**src/rtl/regfile_wb_ctrl.sv**
```systemverilog
// Register-file write-back initiator: merges ALU results with FIFO-buffered load
// results into one registered write per cycle and keeps a pending-write scoreboard.
module regfile_wb_ctrl #(
    parameter int DEPTH      = 4,
    parameter int STARVE_MAX = 3
) (
    input  logic        clk,
    input  logic        reset,
    input  logic        alu_valid,
    input  logic [4:0]  alu_rd,
    input  logic [31:0] alu_data,
    output logic        alu_stall,
    input  logic        mem_valid,
    output logic        mem_ready,
    input  logic [4:0]  mem_rd,
    input  logic [31:0] mem_data,
    input  logic        issue_valid,
    input  logic [4:0]  issue_rd,
    output logic [31:0] busy,
    output logic        rf_we,
    output logic [4:0]  rf_rd,
    output logic [31:0] rf_wdata
);

    localparam int PW = $clog2(DEPTH);
    localparam int CW = PW + 1;
    localparam int SW = $clog2(STARVE_MAX + 1);
    localparam logic [CW-1:0] FULL_C   = CW'(DEPTH);
    localparam logic [SW-1:0] STARVE_C = SW'(STARVE_MAX);

    typedef enum logic {
        ST_IDLE  = 1'b0,
        ST_FORCE = 1'b1
    } state_e;

    state_e         state_q, state_d;
    logic [SW-1:0]  starve_q, starve_d;
    logic [PW-1:0]  wr_ptr_q, wr_ptr_d;
    logic [PW-1:0]  rd_ptr_q, rd_ptr_d;
    logic [CW-1:0]  count_q, count_d;
    logic [31:0]    busy_q, busy_d;
    logic           rf_we_q, rf_we_d;
    logic [4:0]     rf_rd_q, rf_rd_d;
    logic [31:0]    rf_wdata_q, rf_wdata_d;

    logic [4:0]     fifo_rd_q   [DEPTH];
    logic [31:0]    fifo_data_q [DEPTH];

    logic           push_s;
    logic           pop_s;
    logic           alu_sel_s;
    logic           fifo_empty_s;
    logic           sel_valid_s;
    logic [4:0]     sel_rd_s;
    logic [31:0]    sel_data_s;
    logic [SW-1:0]  starve_inc_s;

    assign mem_ready    = (count_q != FULL_C);
    assign alu_stall    = (state_q == ST_FORCE);
    assign fifo_empty_s = (count_q == {CW{1'b0}});
    assign busy         = busy_q;
    assign rf_we        = rf_we_q;
    assign rf_rd        = rf_rd_q;
    assign rf_wdata     = rf_wdata_q;

    // Source arbitration: a forced cycle drains the FIFO head, otherwise ALU has priority.
    always_comb begin
        pop_s       = 1'b0;
        alu_sel_s   = 1'b0;
        sel_valid_s = 1'b0;
        sel_rd_s    = 5'd0;
        sel_data_s  = 32'd0;
        push_s      = mem_valid && mem_ready;
        if (state_q == ST_FORCE) begin
            pop_s = !fifo_empty_s;
        end else if (alu_valid) begin
            alu_sel_s = 1'b1;
        end else begin
            pop_s = !fifo_empty_s;
        end
        if (alu_sel_s) begin
            sel_valid_s = 1'b1;
            sel_rd_s    = alu_rd;
            sel_data_s  = alu_data;
        end else if (pop_s) begin
            sel_valid_s = 1'b1;
            sel_rd_s    = fifo_rd_q[rd_ptr_q];
            sel_data_s  = fifo_data_q[rd_ptr_q];
        end else begin
            sel_valid_s = 1'b0;
        end
    end

    // FIFO pointer and occupancy update; pointers wrap naturally at the power-of-two depth.
    always_comb begin
        wr_ptr_d = push_s ? (wr_ptr_q + 1'b1) : wr_ptr_q;
        rd_ptr_d = pop_s  ? (rd_ptr_q + 1'b1) : rd_ptr_q;
        case ({push_s, pop_s})
            2'b10:   count_d = count_q + 1'b1;
            2'b01:   count_d = count_q - 1'b1;
            default: count_d = count_q;
        endcase
    end

    // Starvation FSM: count ALU wins over a waiting load, then force one FIFO pop.
    always_comb begin
        state_d      = state_q;
        starve_d     = starve_q;
        starve_inc_s = starve_q + 1'b1;
        case (state_q)
            ST_IDLE: begin
                if (pop_s || fifo_empty_s) begin
                    starve_d = {SW{1'b0}};
                end else if (alu_sel_s) begin
                    if (starve_inc_s == STARVE_C) begin
                        state_d  = ST_FORCE;
                        starve_d = STARVE_C;
                    end else begin
                        starve_d = starve_inc_s;
                    end
                end else begin
                    starve_d = starve_q;
                end
            end
            ST_FORCE: begin
                state_d  = ST_IDLE;
                starve_d = {SW{1'b0}};
            end
            default: begin
                state_d  = ST_IDLE;
                starve_d = {SW{1'b0}};
            end
        endcase
    end

    // Write port and scoreboard; a new reservation outranks a commit to the same register.
    always_comb begin
        rf_we_d    = sel_valid_s && (sel_rd_s != 5'd0);
        rf_rd_d    = sel_valid_s ? sel_rd_s : rf_rd_q;
        rf_wdata_d = sel_valid_s ? sel_data_s : rf_wdata_q;
        busy_d     = busy_q;
        if (rf_we_q) begin
            busy_d[rf_rd_q] = 1'b0;
        end else begin
            busy_d = busy_d;
        end
        if (issue_valid && (issue_rd != 5'd0)) begin
            busy_d[issue_rd] = 1'b1;
        end else begin
            busy_d = busy_d;
        end
        busy_d[0] = 1'b0;
    end

    // Control and output registers.
    always_ff @(posedge clk or posedge reset) begin
        if (reset) begin
            state_q    <= ST_IDLE;
            starve_q   <= {SW{1'b0}};
            wr_ptr_q   <= {PW{1'b0}};
            rd_ptr_q   <= {PW{1'b0}};
            count_q    <= {CW{1'b0}};
            busy_q     <= 32'd0;
            rf_we_q    <= 1'b0;
            rf_rd_q    <= 5'd0;
            rf_wdata_q <= 32'd0;
        end else begin
            state_q    <= state_d;
            starve_q   <= starve_d;
            wr_ptr_q   <= wr_ptr_d;
            rd_ptr_q   <= rd_ptr_d;
            count_q    <= count_d;
            busy_q     <= busy_d;
            rf_we_q    <= rf_we_d;
            rf_rd_q    <= rf_rd_d;
            rf_wdata_q <= rf_wdata_d;
        end
    end

    // Load-result storage; validity is tracked by the pointers, so no reset is needed.
    always_ff @(posedge clk) begin
        if (push_s) begin
            fifo_rd_q[wr_ptr_q]   <= mem_rd;
            fifo_data_q[wr_ptr_q] <= mem_data;
        end
    end

endmodule

```
**config.mk**
```make
export PLATFORM = sky130hd
export DESIGN_NAME = regfile_wb_ctrl
export DESIGN_NICKNAME = d
export VERILOG_FILES = /design/src/rtl/regfile_wb_ctrl.sv
export SDC_FILE = /design/constraint.sdc
export NUM_CORES = 1
export LEC_CHECK = 0
export ABC_AREA = 1
export CORE_MARGIN = 5
export CORE_UTILIZATION = 42
export CTS_CLUSTER_DIAMETER = 100
export DETAILED_ROUTE_END_ITERATION = 10
export GPL_ROUTABILITY_DRIVEN = 0
export HOLD_SLACK_MARGIN = 0.03
export PLACE_DENSITY = 0.73
export SLEW_MARGIN = 15
export SYNTH_ARGS = -nofsm -noshare
export SYNTH_HDL_FRONTEND = slang
export SYNTH_SLANG_ARGS = --single-unit
```
**constraint.sdc**
```tcl
create_clock -name clk -period 3 [get_ports clk]
set_input_delay 0.3 -clock clk [delete_from_list [all_inputs] [get_ports clk]]
set_output_delay 0.3 -clock clk [all_outputs]
set_load 0.01 [all_outputs]
```
==> key figures <==
Run status
  • Outcome: finished clean

CTS
  • Hold_buf cts: 0
  • CTS root buf: clkbuf_16
  • CTS tree: done
  • Clock transition at path regs: 0.06 ns
  • CTS Buffer Depth: 3
  • Postcts setup bufs: 0
  • Clock Sinks: 227
  • H-Tree Depth: 1
  • Worst-Skew Late Latency: 0.52 ns
  • CTS buffer count: 24
  • Post-cts sizing count: 0

Floorplan
  • Die height: 157 um
  • Num ports: 156
  • Area of the core: 21200 um2
  • # rows: 53
  • Initial Util: 0.428
  • Die area: 24600 um2
  • Die width: 157 um

Worst hold path
  • Tightest Hold Check Type: input pin to async pin

Final layout
  • Synthesis-to-finish area growth: 29.2%
  • Fin nets: 1037
  • Proportion of layout cells with a drive suffix above 1: 0.0747
  • # diodes: 0
  • Non-filler cells, final: 1239

Drt
  • Via count: 6472
  • DRT Wirelength: 22.4 mm
  • Pre-Repair DR Iteration Count: 5
  • Detail-routed via count per cell: 5.22
  • Post-DRT Antenna Nets: 0
  • DRT iter0 DRCs: 499
  • DRC viols: 0
  • Per-cell routed wire length: 18.1 um

Global route
  • Vias in the first global route: 6663
  • Largest net degree at the start of global routing: 76
  • Antenna violations before repair: 1
  • First-pass GRT wire length: 35.7 mm
  • Global-route usage over all layers: 0.183
  • Remaining global-route overflow: 0

Critical path
  • CP arrival: 2.53 ns
  • Worst Setup Start Kind: flop
  • Slowest stage delay, CP: 0.43 ns
  • Crit-path max FO: 8
  • Slowest-stage cell, CP: dfrtp_1
  • WS Path Type: flop to flop
  • Worst Path Required: 3.38 ns
  • Kind of end point of the critical path: flop
  • Crit-path cells: nor2_4 > nand2_1 > nand2_2 > ha_1 > inv_1 > fa_1 > a21oi_1 > o21ai_0 > xor2_1

Pwr
  • Sequential Power Share: 0.401
  • Combinational power share: 0.343
  • Final Power: 11.9 mW
  • Max rail drop VDD: 499 uV
  • Clock network power share: 0.256
  • Pleak: 4.51 nW
  • Switching part of the total: 0.341
  • Internal power: 7.82 mW
  • Pwr Density: 1010 nW/um2
  • Switching power: 4.04 mW

Placed design
  • Placed Cells: 1195
  • Hpwl dp: 14.6 mm
  • Port bufs: 154

Synthesis
  • Net count after synthesis: 876
  • Netlist Area Pre-Place: 9060 um2
  • Top cell type's share of synthesized area: 0.491
  • Dominant cell type by area after synthesis: edfxtp_1
  • Synth Register Bits: 227
  • Distinct cells, synth: 28
  • Mean post-synth cell area: 11.5 um2
  • Top cells by area, synth: edfxtp_1 49%, dfrtp_1 22%, nand2_1 9.3%
  • Syn Inst Count: 785
  • Yosys warns: 0
  • Share of the yosys chip area belonging to registers: 0.709

Timing
  • Final Hold Vio Count: 0
  • Worst Max-Slew Pin Slew: 0.933 ns
  • RSZ-0062 raised after global routing: false
  • Setup TNS: 0 ns
  • Minimum clock period: 2.15 ns
  • Fmax: 464 MHz
  • Period utilization: 0.718
  • Final Skew: 0.0185 ns
  • Max Slew Vio Count: 0
  • # setup viols final: 0
  • Rel. slew slack: 0.377

Job
  • MaxCap Viol Count: 0
-- cells by family after synthesis --
| group | count (synthesis) | synth area share |
|---|---|---|
| other cells | 1 | 0.000414 |
| flops | 227 | 0.709 |
| fa+ha+maj | 7 | 0.0105 |
| xor+xnor | 4 | 0.00387 |
| simple gates | 410 | 0.197 |
| buf+inv | 62 | 0.0359 |
| compound gates | 74 | 0.0434 |
-- cell type report --
type	instances	area, um2
clock buffers	34	688
clock inverters	10	139
fillers	1764	9450
inverters	27	104
multi-input cells	496	2340
flip-flops and latches	227	6420
well taps	275	344
repair buffers	170	1660
-- Yosys cell counts (all sizes together) --
cell,instances
nand3,165
ha,6
o21ai,65
a31oi,1
o211ai,4
xnor2,1
nand2,227
a21oi,4
nor2,17
conb,1
nor3b,1
xor2,3
dfrtp,79
buf,32
clkbuf,3
edfxtp,148
inv,27
fa,1
-- worst paths after layout --
kind	start	end	slack, ns	cells past startpoint
min reg2reg	starve_q[0]	starve_q[0]	0.45	1
min in group clk	alu_data[12]	rf_wdata[12]	0.35	3
max	count_q[0]	count_q[2]	0.85	9
min	reset	busy[4]	0.23	2
max in group asynchronous	reset	busy[18]	2.08	3
max reg2reg	count_q[0]	count_q[2]	0.85	9
-- state kept, by name, summed over array words and instances, names as in the netlist --
name         count
fifo_rd_q       20
rf_wdata        32
fifo_data_q    128
count_q          3
wr_ptr_q         2
rd_ptr_q         2
rf_we            1
busy            31
alu_stall        1
starve_q         2
rf_rd            5
-- per-layer routing --
| metal | up-vias | track usage | routed length (um) |
|---|---|---|---|
| met2 | 244 | 0.315 | 11300 |
| met4 | 2 | 0.0393 | 318 |
| met5 | - | 0 | 13 |
| li1 | 3051 | - | - |
| met3 | 31 | 0.0329 | 1750 |
| met1 | 3144 | 0.244 | 9060 |
-- layout by cell type (no fill, tap or decap), types with 3 or more instances in the layout --
master	Yosys	routed
edfxtp_1	148	148
clkinv_2	0	4
o211ai_1	4	4
dfrtp_1	79	77
bufinv_16	0	3
xor2_1	3	3
nor2_4	3	7
ha_1	6	6
inv_2	3	3
buf_4	4	16
nand3_1	164	164
clkdlybuf4s50_1	0	154
clkbuf_16	0	24
clkbuf_1	3	5
a21oi_1	3	3
clkbuf_8	0	5
inv_1	24	23
nand2_1	225	225
o21ai_0	64	64
nor2_1	13	9
-- critical path: cells and delay by family, from the launching register on --
kind	cells	cell delay, ns
fa+ha+maj	2	0.58
buf+inv	1	0.06
simple gates	3	0.54
compound gates	2	0.26
xor+xnor	1	0.15
flops	1	0.43
-- per-stage QoR --
stage | instance area (um2) | hold slack (ns) | util | setup slack [ns]
4_1_cts | 11700 | 0.240 | 0.553 | 0.856
2_1_floorplan | 9060 | 0.399 | - | 0.267
6_report | 11700 | 0.231 | 0.553 | 0.847
5_1_grt | 11700 | 0.298 | 0.553 | 0.709
3_5_place_dp | 10900 | 0.437 | 0.514 | 0.667
3_3_place_gp | 10900 | 0.429 | 0.514 | 0.692
-- power by group through the flow --
stage	combinational [mW]	clock [mW]	sequential (mW)
floorplan	2.04	0	4.96
global placement	3.96	0	4.79
detailed placement	4.09	0	4.81
CTS	4.12	3.09	4.76
global route	4.52	3.22	4.86
finish	4.07	3.04	4.76
No activity file was read; power rests on OpenSTA's default activity.
